==> config.mk <==
export PLATFORM = sky130hd
export DESIGN_NAME = mul_share_ctrl
export DESIGN_NICKNAME = d
export VERILOG_FILES = /design/src/rtl/mul_share_pkg.sv /design/src/rtl/rr_arb2.sv /design/src/rtl/mul_share_ctrl.sv
export SDC_FILE = /design/constraint.sdc
export NUM_CORES = 1
export LEC_CHECK = 0
export CAP_MARGIN = 10
export CORE_MARGIN = 2
export CORE_UTILIZATION = 35
export CTS_CLUSTER_DIAMETER = 30
export DETAILED_ROUTE_END_ITERATION = 6
export GPL_TIMING_DRIVEN = 0
export MAX_ROUTING_LAYER = met4
export PLACE_DENSITY = 0.78
export SYNTH_ARGS = -nofsm -noshare
export SYNTH_HDL_FRONTEND = slang
export SYNTH_SLANG_ARGS = --single-unit
==> constraint.sdc <==
create_clock -name clk -period 2.4 [get_ports clk]
set_input_delay 0.6 -clock clk [delete_from_list [all_inputs] [get_ports clk]]
set_output_delay 0.6 -clock clk [all_outputs]
set_load 0.05 [all_outputs]
==> src/rtl/mul_share_pkg.sv <==
// Shared types and default sizing for the multiplier-sharing controller.
package mul_share_pkg;

  typedef enum logic [1:0] {
    IDLE = 2'd0,
    WAIT = 2'd1,
    RESP = 2'd2
  } state_e;

  localparam int WIDTH_DEF  = 16;
  localparam int SETTLE_DEF = 2;

endpackage

==> src/rtl/rr_arb2.sv <==
// Two-way round-robin grant: the requester not granted last wins a tie.
module rr_arb2 (
  input  logic [1:0] valid_i,
  input  logic       last_grant_i,
  output logic [1:0] grant_o
);

  always_comb begin
    grant_o[0] = valid_i[0] & (last_grant_i | ~valid_i[1]);
    grant_o[1] = valid_i[1] & (~last_grant_i | ~valid_i[0]);
  end

endmodule

==> src/rtl/mul_share_ctrl.sv <==
// Time-shares one external combinational multiplier between two requesters:
// arbitrate, launch operands, wait SETTLE cycles, capture and return the product.
module mul_share_ctrl
  import mul_share_pkg::*;
#(
  parameter int WIDTH  = WIDTH_DEF,
  parameter int SETTLE = SETTLE_DEF
) (
  input  logic               clk,
  input  logic               rst,
  input  logic               req0_valid,
  output logic               req0_ready,
  input  logic [WIDTH-1:0]   req0_a,
  input  logic [WIDTH-1:0]   req0_b,
  input  logic               req1_valid,
  output logic               req1_ready,
  input  logic [WIDTH-1:0]   req1_a,
  input  logic [WIDTH-1:0]   req1_b,
  output logic               rsp0_valid,
  input  logic               rsp0_ready,
  output logic [2*WIDTH-1:0] rsp0_prod,
  output logic               rsp1_valid,
  input  logic               rsp1_ready,
  output logic [2*WIDTH-1:0] rsp1_prod,
  output logic [WIDTH-1:0]   mul_a,
  output logic [WIDTH-1:0]   mul_b,
  input  logic [2*WIDTH-1:0] mul_prod,
  output logic               busy
);

  localparam int CW = (SETTLE > 1) ? $clog2(SETTLE) : 1;

  if (SETTLE < 1) begin : g_bad_settle
    $error("mul_share_ctrl: SETTLE must be >= 1");
  end

  state_e             state_q, state_d;
  logic [CW-1:0]      cnt_q, cnt_d;
  logic               last_q, last_d;
  logic               owner_q, owner_d;
  logic [WIDTH-1:0]   a_q, a_d, b_q, b_d;
  logic [2*WIDTH-1:0] prod_q, prod_d;
  logic [1:0]         gnt;
  logic               accept;
  logic               rsp_take;

  rr_arb2 u_arb (
    .valid_i      ({req1_valid, req0_valid}),
    .last_grant_i (last_q),
    .grant_o      (gnt)
  );

  assign accept   = (state_q == IDLE) && (gnt != 2'b00);
  assign rsp_take = owner_q ? rsp1_ready : rsp0_ready;

  always_ff @(posedge clk or posedge rst) begin
    if (rst) state_q <= IDLE;
    else     state_q <= state_d;
  end

  always_comb begin
    state_d = state_q;
    case (state_q)
      IDLE:    if (accept) state_d = WAIT;
      WAIT:    if (cnt_q == '0) state_d = RESP;
      RESP:    if (rsp_take) state_d = IDLE;
      default: state_d = IDLE;
    endcase
  end

  always_comb begin
    req0_ready = (state_q == IDLE) && gnt[0];
    req1_ready = (state_q == IDLE) && gnt[1];
    rsp0_valid = (state_q == RESP) && !owner_q;
    rsp1_valid = (state_q == RESP) &&  owner_q;
    rsp0_prod  = rsp0_valid ? prod_q : '0;
    rsp1_prod  = rsp1_valid ? prod_q : '0;
    busy       = (state_q != IDLE);
  end

  // Operand registers only move on accept so the multiplier input stays quiet when idle.
  always_comb begin
    cnt_d   = cnt_q;
    last_d  = last_q;
    owner_d = owner_q;
    a_d     = a_q;
    b_d     = b_q;
    prod_d  = prod_q;
    if (accept) begin
      a_d     = gnt[1] ? req1_a : req0_a;
      b_d     = gnt[1] ? req1_b : req0_b;
      owner_d = gnt[1];
      last_d  = gnt[1];
      cnt_d   = CW'(SETTLE - 1);
    end else if (state_q == WAIT) begin
      if (cnt_q == '0) prod_d = mul_prod;
      else             cnt_d  = cnt_q - CW'(1);
    end
  end

  always_ff @(posedge clk or posedge rst) begin
    if (rst) begin
      cnt_q   <= '0;
      last_q  <= 1'b1;
      owner_q <= 1'b0;
      a_q     <= '0;
      b_q     <= '0;
      prod_q  <= '0;
    end else begin
      cnt_q   <= cnt_d;
      last_q  <= last_d;
      owner_q <= owner_d;
      a_q     <= a_d;
      b_q     <= b_d;
      prod_q  <= prod_d;
    end
  end

  assign mul_a = a_q;
  assign mul_b = b_q;

endmodule
### After elaboration in Yosys (flattened, before gate mapping)

Cells that the tools add are included.

| storage, ports and cells | value |
|---|---|
| word-level logic and storage cells | 46 |
| flip-flop bits (word level) | 69 |
| input port bits | 102 |
| output and inout bits | 101 |

| cells by class | value |
|---|---|
| eq/ne operators | 5 |
| bitwise logic cells | 9 |
| add/sub/neg operators | 1 |
| reductions and logical operators | 12 |
| multiplexer cells | 12 |

Operator list:

| kind | count |
|---|---|
| $mux 32 | 2 |
| $mux 16 | 2 |
| $mux 2 | 3 |
| $ne 2x2->1 const B | 3 |
| $pmux 2 s3 | 1 |
| $reduce_and 3->1 | 2 |
| $reduce_bool 2->1 | 3 |
| $logic_and 1x1->1 | 5 |
| $not 1->1 | 5 |
| $mux 1 | 4 |
| $and 1x1->1 | 2 |
| $eq 2x1->1 const B | 1 |
| $eq 2x2->1 const B | 1 |
| $logic_not 2->1 | 1 |
| $or 1x1->1 | 2 |
| $logic_not 1->1 | 1 |
| $sub 1x1->1 const B | 1 |

### Logic depth before layout (Yosys ltp)

Gate-level depths: netlist of run 1.

| logic depth | value |
|---|---|
| word-level depth | 7 |
| gate-level depth with buffers | 5 |
| depth with buffers taken out | 3 |

### By module

A second synthesis of run 1 with hierarchy kept.

| unflattened totals | value |
|---|---|
| cell total of the unflattened synthesis | 268 |
| area, all modules | 3,427.0 um^2 |

Modules (own cells, without submodules):

| module | times used | area an instance (um^2) | cells each | seq. area each (um^2) |
|---|---|---|---|---|
| mul_share_ctrl | 1 | 3,408.3 | 265 | 1,727.9 |
| rr_arb2 | 1 | 18.8 | 3 | 0.0 |

### Least setup slack after synthesis of run 1

Ideal clock, no wire load.

| path | value |
|---|---|
| kind | input -> output |
| start | in req1_valid |
| end | out req1_ready |
| buffers on the path | 2 |
| stages | 4 |
| required time | 1.800 ns |
| arrival time | 2.184 ns |
| path slack | -0.384 ns |
| path through | a21bo_1 > buf_2 > buf_6 > nor3_1 |

| between the ends | value |
|---|---|
| cells in the longest elaborated chain, start to end | 2 |

Ends and longest elaborated chain:

| element | RTL line | RTL |
|---|---|---|
| start, declared | mul_share_ctrl.sv:15 | `input logic req1_valid,` |
| $and 1x1->1 | rr_arb2.sv:10 | `grant_o[1] = valid_i[1] & (~last_grant_i \| ~valid_i[0]);` |
| $logic_and 1x1->1 | mul_share_ctrl.sv:73 | `req1_ready = (state_q == IDLE) && gnt[1];` |
| end, declared | mul_share_ctrl.sv:16 | `output logic req1_ready,` |

No other way between the ends.

### Worst setup path in the final report of run 1

| path | value |
|---|---|
| start | reg state_q[0] |
| end | out rsp0_prod[3] |

| between the ends | value |
|---|---|
| cells in the longest elaborated chain, start to end | 3 |

Ends and longest elaborated chain:

| element | RTL line | RTL |
|---|---|---|
| start, declared | mul_share_ctrl.sv:37 | `state_e state_q, state_d;` |
| start signal, assigned | mul_share_ctrl.sv:58 | `else state_q <= state_d;` |
| $eq 2x2->1 | mul_share_ctrl.sv:74 | `rsp0_valid = (state_q == RESP) && !owner_q;` |
| $logic_and 1x1->1 | mul_share_ctrl.sv:74 |  |
| $mux 32 | mul_share_ctrl.sv:76 | `rsp0_prod = rsp0_valid ? prod_q : '0;` |
| end, declared | mul_share_ctrl.sv:21 | `output logic [2*WIDTH-1:0] rsp0_prod,` |

No other way between the ends.

==> results.py, run 1 <==
metrics = {
    "final_layout": {
        "area_growth_pct": 65.4,
        "final_cell_mix": "clkdlybuf4s50_1, mux2_2, dfrtp_1",
        "final_common_cell": "clkdlybuf4s50_1",
        "diodes": 0,
        "final_layout_size_suffix_gt1_frac": 0.426,
        "nFillCells": 836,
        "nets": 585,
    },
    "sta": {
        "fmax_mhz": 435,
        "fin_skew_ps": 7.97,
        "fin_hold_ws_ps": 505,
        "worstMarginPinSlew_ps": 854,
        "timing.final.crit_period_ps": 2300,
        "relSlewSlack": 0.430,
        "setup_viol": 0,
        "finalHoldViolCount": 0,
        "drv_slew": 0,
        "min_period_over_period": 0.958,
    },
    "setup_path": {
        "crit_path_start_kind": "flip-flop",
        "critPathCaptureType": "primary output",
        "arrival_ps": 1700,
        "critical_path.max_stage_delay_ps": 460,
        "crit_path_top_delay_cell": "dfrtp_2",
        "r2r_start": "state_q[1]",
        "path_cells": "nor3b_4, buf_4, clkbuf_2, and2_1, clkbuf_4",
        "r2r_slack_ps": 600,
        "worstSetupStartpoint": "state_q[0]",
        "critPathKind": "flip-flop to primary output",
        "path_buf_inv": 3,
        "cp.required_ps": 1800,
        "crit_family": "buffers and inverters",
        "cp_max_fo": 10,
        "reg2regPathDepth": 4,
        "reg2reg_to": "prod_q[18]",
    },
    "placement": {
        "routabilityCongestion": 0.773,
        "portBuffers": 202,
        "dp_hpwl_um": 7190,
    },
    "floorplan": {
        "fp.dieW_um": 104,
        "row_count": 36,
        "ioPinCount": 203,
        "die-area_mm2": 0.0109,
        "fp.dieH_um": 104,
        "core_area_mm2": 0.00977,
        "initial_core_util": 0.362,
    },
    "yosys": {
        "syn-cell-area_mm2": 0.00353,
        "synthCells": 268,
        "yosys-mux-area-fraction": 0.337,
        "synth_xor_area_frac": 0,
        "ys_seq_area_frac": 0.489,
        "synth_simple_gate_area_frac": 0.129,
        "synth-compound-area-share": 0.0131,
        "yosysUniqueCellTypes": 22,
        "ys_warn_count": 0,
        "synth_fa_ha_area_frac": 0,
        "synth_top_family_by_area": "multiplexers",
        "synth_top_area_frac": 0.481,
        "ys_top_cells_by_area": "dfrtp_1, mux2_2, mux2_4",
        "avgSynthCellArea_um2": 13.2,
        "syn-num-nets": 370,
        "synth-seq-cells": 69,
        "yosysTopAreaCell": "dfrtp_1",
    },
    "cts": {
        "clk_latency_ps": 340,
        "cts_buffer_depth": 2,
        "cts_tree": "built",
        "path_clk_slew_ps": 70,
        "ctsHoldBuffers": 0,
        "cts.sinks": 69,
        "clock-root-buffer": "clkbuf_8",
        "htreeDepth": 3,
        "cts_buffers": 9,
    },
    "global_route": {
        "grt_first_pass_wirelength_um": 15300,
        "track_usage": 0.181,
        "grt-ovfl-total": 0,
        "grt_pass1_vias": 3068,
        "grt_max_degree": 70,
        "grt_antenna_before_repair": 0,
    },
    "routing": {
        "num_vias": 2845,
        "drcViolationCount": 0,
        "routedWlPerCell_um": 14.9,
        "routed_wl_um": 9220,
        "ant_nets": 0,
        "drt_iter0_markers": 63,
        "via_per_inst": 4.60,
        "dr.pass1.iters": 4,
    },
    "hold_path": {
        "min_path_cells": 1,
        "hold_path_end": "mul_b[2]",
        "hold_path.startpoint": "mul_b[2]",
        "hp-class": "flip-flop to flip-flop",
    },
    "power": {
        "total_power_uw": 7280,
        "ir_drop_v": 0.000685,
        "power.leakage_uw": 0.00265,
        "cellPowerDensity_mw_per_mm2": 1250,
    },
    "flow_run": {
        "cap_violations": 0,
    },
    "status": {
        "outcome": "complete, no violations",
    },
}
## final cells by class
type	count	area, um^2	share of cell area
repair buffers	207	1910	0.327
flip-flops and latches	69	1730	0.296
multi-input cells	177	1730	0.296
well taps	133	166	0.0285
clock buffers	10	138	0.0235
plain buffers	14	100	0.0171
clock inverters	4	50.0	0.00856
inverters	5	21.3	0.00364
## repair_timing
action                                  CTS  global route
endpoints found under the setup margin   69            51
setup buffers                             5             0
pin swaps                                 2             0
resized for setup                       362            67
## routing by layer
metal  global-route usage  vias up  routed length, um
met4               0.0714        0                189
li1                     -     1330                  -
met1                0.197     1365               3550
met5                    -        -                  0
met3               0.0551       15                778
met2                0.311      135               4700
## cell usage after synthesis (all sizes together)
library cell / n
and3b: 1
mux2: 96
nor2b: 1
a22o: 1
o21ai: 2
inv: 5
buf: 10
dfrtp: 68
nand2: 3
clkbuf: 7
nor3: 1
nor3b: 1
and2: 64
a21o: 1
a221o: 1
a21bo: 1
nor2: 3
dfstp: 1
nand2b: 1
## kinds of logic after synthesis
kind of cell,Yosys count
DFF,69
and+or+nand+nor,75
buffers and inverters,22
muxes,96
AOI/OAI and AO/OA,6
## flip-flops by register name, indices dropped and copies added (netlist names)
register / cells
mul_a: 16
mul_b: 16
last_q: 1
state_q: 2
owner_q: 1
prod_q: 32
cnt_q: 1
## through the flow
| stage | instance area [um^2] | TNS [ps] | utilization | setup WS (ps) | cells |
|---|---|---|---|---|---|
| floorplan | 3540 | 0 | - | 61.8 | 268 |
| global placement | 5730 | -113290 | 0.586 | -1140 | 603 |
| detailed placement | 5730 | -36330 | 0.587 | -851 | 603 |
| CTS | 5770 | 0 | 0.590 | 7.85 | 620 |
| global route | 5850 | -12.8 | 0.598 | -7.92 | 619 |
| finish | 5850 | 0 | 0.598 | 100 | 619 |
## report_power, final
part	switching (uW)	total [uW]	internal [uW]	leakage, uW
Combinational	2430	4200	1780	0.00176
Clock	415	909	495	0.0000902
Sequential	385	2170	1780	0.000804
## worst max path at each step
stage / end / cells past startpoint
final: rsp0_prod[3] / 5
after global routing: rsp0_prod[9] / 5
after CTS: rsp0_prod[31] / 4
after detailed placement: req1_ready / 6
after global placement: prod_q[22] / 2
after floorplan: cnt_q / 1
Power figures use the tool's default switching activity.
==> inputs of run 2 (changes only) <==
--- a/config.mk
+++ b/config.mk
@@ -11,6 +11,7 @@
 export CTS_CLUSTER_DIAMETER = 30
 export DETAILED_ROUTE_END_ITERATION = 6
 export GPL_TIMING_DRIVEN = 0
+export HOLD_SLACK_MARGIN = 0.1
 export MAX_ROUTING_LAYER = met4
 export PLACE_DENSITY = 0.78
 export SYNTH_ARGS = -nofsm -noshare
==> results of run 2 <==
No change in the layout: final DEF, timing and power equal those of run 1.
